`config.mk`:
```
export PLATFORM = sky130hd
export DESIGN_NAME = rollover_counter
export DESIGN_NICKNAME = d
export VERILOG_FILES = /design/src/rtl/rollover_counter.sv
export SDC_FILE = /design/constraint.sdc
export NUM_CORES = 1
export LEC_CHECK = 0
export ABC_CLOCK_PERIOD_IN_PS = 1500
export BUFFER_PORTS_ARGS = -buffer_cell sky130_fd_sc_hd__buf_4
export CAP_MARGIN = 20
export CORE_MARGIN = 4
export CORE_UTILIZATION = 48
export DETAILED_ROUTE_END_ITERATION = 7
export GPL_ROUTABILITY_DRIVEN = 0
export PLACE_DENSITY = 0.83
export SLEW_MARGIN = 20
export SYNTH_ARGS = -nofsm -noshare
export SYNTH_HDL_FRONTEND = slang
export SYNTH_SLANG_ARGS = --single-unit
export TNS_END_PERCENT = 10
```
`constraint.sdc`:
```
create_clock -name i_clk -period 1.5 [get_ports i_clk]
set_input_delay 0.225 -clock i_clk [delete_from_list [all_inputs] [get_ports i_clk]]
set_output_delay 0.225 -clock i_clk [all_outputs]
set_load 0.01 [all_outputs]
```
`src/rtl/rollover_counter.sv`:
```
// Programmable modulo counter that emits a one-cycle pulse on every wrap.
// New limits wait in a one-deep shadow register and are applied only at a wrap or while idle.
module rollover_counter #(
  parameter int WIDTH       = 8,
  parameter int RESET_LIMIT = 9
) (
  input  logic             i_clk,
  input  logic             i_reset,
  input  logic             i_enable,
  input  logic [WIDTH-1:0] i_limit,
  input  logic             i_limit_valid,
  output logic             o_limit_ready,
  output logic [WIDTH-1:0] o_count,
  output logic             o_roll_over,
  output logic [WIDTH-1:0] o_active_limit
);

  typedef enum logic {
    EMPTY   = 1'b0,
    PENDING = 1'b1
  } shadow_state_t;

  shadow_state_t    state;
  shadow_state_t    state_next;
  logic [WIDTH-1:0] shadow;
  logic             accept;
  logic             apply;
  logic             at_limit;

  assign at_limit      = (o_count == o_active_limit);
  assign o_limit_ready = (state == EMPTY);

  always_ff @(posedge i_clk) begin
    if (i_reset) begin
      state <= EMPTY;
    end else begin
      state <= state_next;
    end
  end

  // A pending limit is applied at an enabled wrap, or immediately if the counter is idle.
  always_comb begin
    state_next = state;
    accept     = 1'b0;
    apply      = 1'b0;
    case (state)
      EMPTY: begin
        if (i_limit_valid) begin
          accept     = 1'b1;
          state_next = PENDING;
        end
      end
      PENDING: begin
        if (!i_enable || at_limit) begin
          apply      = 1'b1;
          state_next = EMPTY;
        end
      end
      default: state_next = EMPTY;
    endcase
  end

  // Shadow data carries no reset; it is only read after a capture.
  always_ff @(posedge i_clk) begin
    if (accept) begin
      shadow <= i_limit;
    end
  end

  always_ff @(posedge i_clk) begin
    if (i_reset) begin
      o_count        <= '0;
      o_roll_over    <= 1'b0;
      o_active_limit <= WIDTH'(RESET_LIMIT);
    end else begin
      if (i_enable) begin
        if (at_limit) begin
          o_count     <= '0;
          o_roll_over <= 1'b1;
        end else begin
          o_count     <= o_count + 1'b1;
          o_roll_over <= 1'b0;
        end
      end else begin
        o_roll_over <= 1'b0;
        if (apply) begin
          o_count <= '0;
        end
      end
      if (apply) begin
        o_active_limit <= shadow;
      end
    end
  end

endmodule

```
==> flow_results.org, run 1 <==
** STA
- Final critical-path share of the clock period :: 1.01
- Final worst path period need :: 1.51 ns
- Highest Clock Rate :: around 660 MHz
- Once routing completed, OpenROAD measured the worst setup slack at -0.0143 ns.
- Worst-Margin Slew :: ~0.55 ns
- Setup violations remaining at the end of the flow were counted as 2.
- Between clock sinks in the finished design, the worst skew comes to 0.00295 ns.
- Unrepaired setup endpoints after global routing :: yes
- The count of final max-slew check failures is 0.
- Final count of hold timing violations :: 0
- In this run the tightest slew margin relative to its limit is 0.633.

** GRT
- Global routing finished with a remaining overflow of 0.
- Overall track demand over capacity in global routing :: 0.220
- The number of global-route vias before repair is 1350.
- Global-route wire length before repair :: 6090 microns
- The number of antenna violations at the first check in global routing is 0.
- Maximum number of pins on one net before global-route repair :: 36

** Outcome
- The final reports fail on setup timing.
- Run status :: complete, but fails checks

** Synthesis
- Of the post-synthesis cell area, the dominant cell type holds 0.263.
- Cell area after synthesis :: 0.00137 sq mm
- By instance count, the leading cell after synthesis is nand2_1.
- Top post-synthesis cells by count :: nand2_1 (24), dfxtp_1 (18), a21oi_1 (8), clkbuf_1 (8), edfxtp_1 (8)
- Synth Register Bits :: 26
- Post-synth top flop :: dfxtp_1
- Yosys mapped the design onto 37 distinct sky130hd cell types.
- After synthesis, the share of flip-flops with an asynchronous set or reset is 0.
- Synthesized net count :: 161
- Summed over all instances, the cell type with the most area after synthesis is dfxtp_1.
- Proportion of synthesized chip area in sequential cells :: 0.438
- Warnings, synthesis :: 0
- After synthesis, the cell types taking the most area are dfxtp_1 (26%), edfxtp_1 (18%), nand2_1 (6.6%).
- Number of synthesized flops with an enable pin :: 8
- The cell count after synthesis came out at 148.
- In this run the mean area of a mapped cell was 9.27 sq um.

** Floorplan
- Die width :: 61.5 microns
- Total I/O pin count :: 30
- Initial core utilization :: 0.502
- The initialized floorplan defines 19 standard-cell rows.
- Overall die area :: 0.00378 sq mm
- Core Box Area :: around 0.0027 sq mm
- Chip Height :: 61.5 microns

** Worst setup path
- Along the worst path, the maximum fanout reaches 8.
- Sort of element at the end of the critical path :: flop
- For this design, the slowest cell found on the critical path is or4_4.
- At the worst endpoint, the arrival time is roughly 1.7 ns.
- The cell family contributing the most delay on the critical path is simple AND/OR/NAND/NOR gates.
- The worst setup path is of the flop to flop kind.
- Required time at the endpoint of the critical path :: 1.72 ns
- The number of buffers and inverters on the critical path is 1.
- The largest single stage delay on the critical path is roughly 0.47 ns.
- STA classifies the critical path startpoint as a flop.
- Cell-by-cell trace of the critical path :: xnor2_2 > nand4_1 > buf_6 > or4_4 > o311ai_1

** Power
- IR analysis of the VDD net gives a maximum drop of 0.747 mV.
- In this run the power density over the cells is 752 mW/mm^2.
- Leakage power :: 0.700 nW

** Route
- Summed over all layers, the routed wires come to between 3000 and 4000 microns.
- The first TritonRoute pass finished after 4 iterations.
- Via-to-Cell Ratio :: 6.22
- Via total after detailed routing :: 1386
- The detail route stage leaves a number of antenna-violating nets equal to 0.
- Final routed DRC violation total :: 0
- Detailed Route Iter0 Violations :: 101
- Dividing the detail-routed wire length by the instance count gives 17.3 microns.

** Layout
- After routing the design area is slightly below 0.002 sq mm.
- Fin nets :: 206
- Compared with the post-synthesis result, the final layout area differs by 41.6%.
- Fraction of final layout cells with drive strength greater than 1 :: 0.469
- The repair_antennas step left the layout with diodes totalling 0.
- Layout filler cell count :: 193

** Placed design
- Timing analysis after detailed placement gives a worst setup slack of -0.132 ns.
- HPWL after DPL :: ~2800 microns
- The placed instances occupy a cell area of ~0.0018 sq mm.
- Port Buffer Count :: 29

** Job
- Across the run, the number of max-cap violations was 0.

** Clock network
- Root Buffer Master :: clkbuf_4
- Clk slew on worst S/H paths :: 0.13 ns
- TritonCTS clock tree :: done
- Total clock sinks :: 26
- Count of hold buffers inserted by post-cts repair :: 0
- Number of buffers on the longest clock path :: 2
- Max H-tree Level :: 1
- The number of clock buffers added by TritonCTS is 3.
- The clock reaches the later pin of the worst-skew pair after 0.32 ns.

** Min path
- Path category of the worst min-delay check :: input pin to flop
==> power by group <==
group | internal (mW) | switching (mW)
sequential | 0.756 | 0.0381
clock | 0.104 | 0.201
combinational | 0.172 | 0.188
==> area by class of cell <==
cell class              instances  area [sq um]  share of cell area
repair buffers                 51           387               0.199
clock buffers                   4          26.3              0.0135
well taps                      31          38.8              0.0200
inverters                       2          7.51             0.00386
flip-flops and latches         26           643               0.331
multi-input cells             109           841               0.433
==> sequential cells by signal (all words and copies together) (netlist names) <==
name and cells:
shadow 8, state 1, o_active_limit 8, o_roll_over 1
o_count 8
==> per-stage QoR <==
step / setup TNS [ns] / utilization / hold WS (ns) / instances / total power, mW
2_1_floorplan: -0.000456 / - / 0.324 / 148 / 0.975
3_3_place_gp: -0.0282 / 0.651 / 0.403 / 217 / 1.09
3_5_place_dp: -0.698 / 0.651 / 0.404 / 217 / 1.11
4_1_cts: 0 / 0.690 / 0.0591 / 222 / 1.44
5_1_grt: -0.238 / 0.711 / 0.0506 / 223 / 1.52
6_report: -0.0182 / 0.711 / 0.0668 / 223 / 1.46
==> kinds of logic (layout without fill, tap and decap cells) <==
kind of cell / count (synthesis) / count (layout) / share of synthesized area
AO/OA/AOI/OAI: 39 / 39 / 0.210
XOR/XNOR: 8 / 8 / 0.0620
adder cells (fa/ha/maj): 1 / 1 / 0.00911
buffers and inverters: 13 / 57 / 0.0438
flip-flops: 26 / 26 / 0.438
AND/OR/NAND/NOR: 61 / 61 / 0.238
==> layout by cell type, fill, tap and decap left out, types with 3 or more instances in the layout <==
master and instances:
clkbuf_4 3, nor3_1 4, o311ai_1 5, nor2b_1 3, or4_4 4, dfxtp_4 9
dfxtp_2 7, o221ai_1 5, xnor2_2 5, a31oi_1 6, a211oi_1 3, nand2_1 24
nor2_1 6, a21oi_1 8, buf_4 50, nor3b_1 6, edfxtp_1 8, xnor2_4 3
==> per-layer routing <==
layer	up-vias	part of all wire	routed length [microns]	global-route usage
met5	-	0	0	0
met4	0	0.036	140	0.136
met3	14	0.059	229	0.0273
met2	65	0.51	1970	0.391
met1	655	0.40	1530	0.247
li1	652	-	-	-
==> worst paths after layout <==
path | start | end | slack [ns] | depth (start not counted)
worst max-delay path | o_active_limit[6]$_SDFFE_PP0P_ | o_active_limit[6]$_SDFFE_PP0P_ | -0.01 | 5
worst min-delay path | i_limit[6] | shadow[6]$_DFFE_PP_ | 0.07 | 1
worst max register to register | o_active_limit[6]$_SDFFE_PP0P_ | o_active_limit[6]$_SDFFE_PP0P_ | -0.01 | 5
worst min register to register | shadow[1]$_DFFE_PP_ | o_active_limit[1]$_SDFFE_PP0P_ | 0.55 | 2
==> repair_timing <==
item                                   CTS  global route
resized for setup                        9            13
endpoints found under the hold margin    0             0
setup endpoints to repair               13            12
pin swaps                                5            10
buffers inserted                         1             1
No activity file was read; power rests on OpenSTA's default activity.
==> inputs of run 2 (changes only) <==
--- a/config.mk
+++ b/config.mk
@@ -8,7 +8,7 @@
 export ABC_CLOCK_PERIOD_IN_PS = 1500
 export BUFFER_PORTS_ARGS = -buffer_cell sky130_fd_sc_hd__buf_4
 export CAP_MARGIN = 20
-export CORE_MARGIN = 4
+export CORE_MARGIN = 8
 export CORE_UTILIZATION = 48
 export DETAILED_ROUTE_END_ITERATION = 7
 export GPL_ROUTABILITY_DRIVEN = 0
==> flow_results.org, run 2 (synthesis gave the netlist of run 1 again) <==
** STA
- The normalized max-slew margin came to 0.642 (+0.00889).
- Final number of setup-violating endpoints :: 0 (-2)
- Final critical-path share of the clock period :: 0.999 (-0.0108)
- The count of final max-slew check failures came to 0 (unchanged).
- The setup skew after layout was 0.00603 ns (+0.00308 ns).
- Worst-Margin Slew :: 0.536 ns (-0.0133 ns)
- Final worst path period need :: 1.50 ns (-0.0162 ns)
- Unrepaired setup endpoints after global routing :: yes
- The peak clock frequency supported by timing is 668 MHz (+1.1%).
- The number of failing hold endpoints at the final stage came to 0 (unchanged).
- Total negative setup slack :: 0 ns (+0.0182 ns)

** Floorplan
- The starting density of the core came to 0.502 (unchanged).
- Core Box Area :: 0.00273 sq mm (unchanged)
- The height of the chip came to 69.5 microns (+13%).
- Die width :: 69.5 microns (+13%)
- The number of cell rows is 19 (unchanged).
- Overall die area :: 0.00483 sq mm (+28%)
- The top-level port count is 30 (unchanged).

** Clock network
- TritonCTS built the clock tree.
- The clock transition time at the flip-flop clock pins of the worst setup and hold paths is 0.13 ns (about the same).
- The clock latency on the worst-skew pair is 0.32 ns (about the same).
- Number of buffers on the longest clock path :: 2 (unchanged)
- Root Buffer Master :: clkbuf_4
- Total CTS buffers :: 3 (unchanged)
- Max H-tree Level :: 1 (unchanged)
- Total clock sinks :: 26 (unchanged)

** Job
- Total of max-cap violations :: 0 (unchanged)

** Route
- The routed metal-1 wirelength is 1470 microns (-4.1%).
- Remaining antenna violation count :: 0 (unchanged)
- Final routed DRC violation total :: 0 (unchanged)
- Via-to-Cell Ratio :: 6.00 (-3.5%)
- Via total after detailed routing :: 1313 (-5.3%)
- Highest layer used for signal routing :: met4
- The average routed wire per standard cell is 15.8 microns (-8.9%).
- Met2 routed WL :: 1760 microns (-11%)
- The total wire length was 3460 microns (-11%).
- Detailed Route Iter0 Violations :: 130 (+29%)
- The met3 routed wirelength is 198 microns (-14%).
- Detailed-router iteration count before antenna repair :: 5 (+1)

** Power
- The worst ir drop on vdd is 0.578 mV (-23%).
- Pwr Density :: 756 mW/mm^2 (+0.62%)
- The leakage power of the design is 0.674 nW (-3.7%).
- The total power is 1.41 mW (-3.7%).

** Outcome
- Run status :: complete, no violations

** Min path
- For hold timing, the worst endpoint is shadow[6]$_DFFE_PP_.
- The hold path depth was 1 (unchanged).
- Startpoint of the lowest-slack hold path :: i_limit[6]
- The min-delay analysis places its worst path in the category input pin to flop.

** GRT
- The maximum number of pins on one net before global-route repair was 36 (unchanged).
- The number of antenna violations at the first check in global routing is 0 (unchanged).
- The residual overflow from global routing was 0 (unchanged).
- The total global-route track usage is 0.138 (-0.0814).
- Global-route wire length before repair :: 5690 microns (-6.6%)
- The number of global-route vias before repair was 1318 (-2.4%).

** Placed design
- Count of placed standard cells including taps :: 215 (-0.92%)
- The number of port buffers was 29 (unchanged).
- The estimated wirelength of the detail-placed design was 2610 microns (-5.1%).

** Layout
- Largest regs :: o_active_limit: 8 flops, o_count: 8 flops, shadow: 8 flops
- The final net count came to 202 (-1.9%).
- Top library cells by usage in the layout, fill and taps aside :: buf_4 (46), nand2_1 (24), dfxtp_2 (9)
- The library cell used most frequently in the layout, excluding fill and tap cells, is buf_4.
- Fraction of final layout cells with drive strength greater than 1 :: 0.404 (-0.0645)
- The fill cell instance count of the final layout came to 207 (+7.3%).
- The number of non-filler instances in the completed layout is 219 (-1.8%).
- The number of diodes came to 0 (unchanged).
- From synthesis to final layout, the design area changed by 35.5%.

** Worst setup path
- Sort of element at the end of the critical path :: flop
- STA classifies the critical path startpoint as a flop.
- RR Startpoint :: o_active_limit[2]$_SDFFE_PP0P_
- The depth of the worst register-to-register path was 4 (-1).
- Top fanout value on the critical path :: 7 (-1)
- The endpoint identified for the worst register-to-register timing path is o_active_limit[2]$_SDFFE_PP0P_.
- Arrival @ worst endpoint :: 1.72 ns (-0.02 ns)
- Worst setup path category :: flop to flop
- Worst-case register-to-register setup slack :: 0.002 ns (+0.02 ns)
- The required time of the critical path came to 1.72 ns (about the same).
-- run 2: changes by cell type in the layout (fill, tap and decap cells not counted), moves of 2 or more --
cell,previous run,this run
dfxtp_4,9,7
nand3_2,2,0
buf_4,50,46
dfxtp_2,7,9
nand3_1,1,3
or4_4,4,0
or4_1,2,6
-- run 2: cell type report --
| class | count | area [sq um] | share of cell area |
|---|---|---|---|
| Clock inverter | 1 | 3.75 | 0.00202 |
| Tap cell | 31 | 38.8 | 0.0209 |
| Timing Repair Buffer | 47 | 357 | 0.192 |
| Multi-Input combinational cell | 109 | 792 | 0.426 |
| Sequential cell | 26 | 638 | 0.343 |
| Inverter | 2 | 7.51 | 0.00404 |
| Clock buffer | 3 | 22.5 | 0.0121 |
-- run 2: per-layer routing --
layer,GRT usage,vias to the layer above
met5,0,-
met2,0.231,40
li1,-,647
met4,0.0820,0
met3,0.0286,4
met1,0.158,622
-- run 2: report_power, final --
part	switching (mW)	leakage [nW]	internal [mW]	total, mW
combinational	0.164	0.428	0.151	0.316
clock	0.196	0.0154	0.0974	0.294
sequential	0.0388	0.231	0.758	0.796
total	0.400	0.674	1.01	1.41
-- run 2: repair_timing --
item,4_1_cts,5_1_grt
pin swaps,11,1
setup endpoints to repair,7,16
buffers inserted,0,0
hold buffers,0,0
gates resized for setup,4,6
-- run 2: worst max path at each step --
stage / start / to / slack, ns / cells after the start
finish: o_active_limit[2]$_SDFFE_PP0P_ / o_active_limit[2]$_SDFFE_PP0P_ / 0.002 / 4
global route: o_count[6]$_SDFFE_PP0P_ / o_active_limit[1]$_SDFFE_PP0P_ / -0.11 / 4
CTS: o_active_limit[2]$_SDFFE_PP0P_ / o_active_limit[1]$_SDFFE_PP0P_ / -0.008 / 6
detailed placement: o_count[6]$_SDFFE_PP0P_ / o_active_limit[2]$_SDFFE_PP0P_ / -0.05 / 4
global placement: o_count[6]$_SDFFE_PP0P_ / o_active_limit[2]$_SDFFE_PP0P_ / -0.01 / 4
floorplan: o_active_limit[0]$_SDFFE_PP1P_ / o_active_limit[7]$_SDFFE_PP0P_ / -0.0005 / 5
-- run 2: worst max-delay path, cell delays in order, from the launching register on --
cell and delay [ns]:
dfxtp_2 0.37, xnor2_2 0.21, nand4_4 0.17, or4_1 0.55, o311ai_1 0.10
-- run 2: stage by stage --
step	area, sq um	setup WS, ns	util	hold slack [ns]
floorplan	1430	-0.000456	-	0.324
global placement	1760	-0.0144	0.645	0.403
detailed placement	1760	-0.0467	0.645	0.404
CTS	1820	-0.00769	0.666	0.0639
global route	1860	-0.110	0.680	0.0500
finish	1860	0.00188	0.680	0.0726
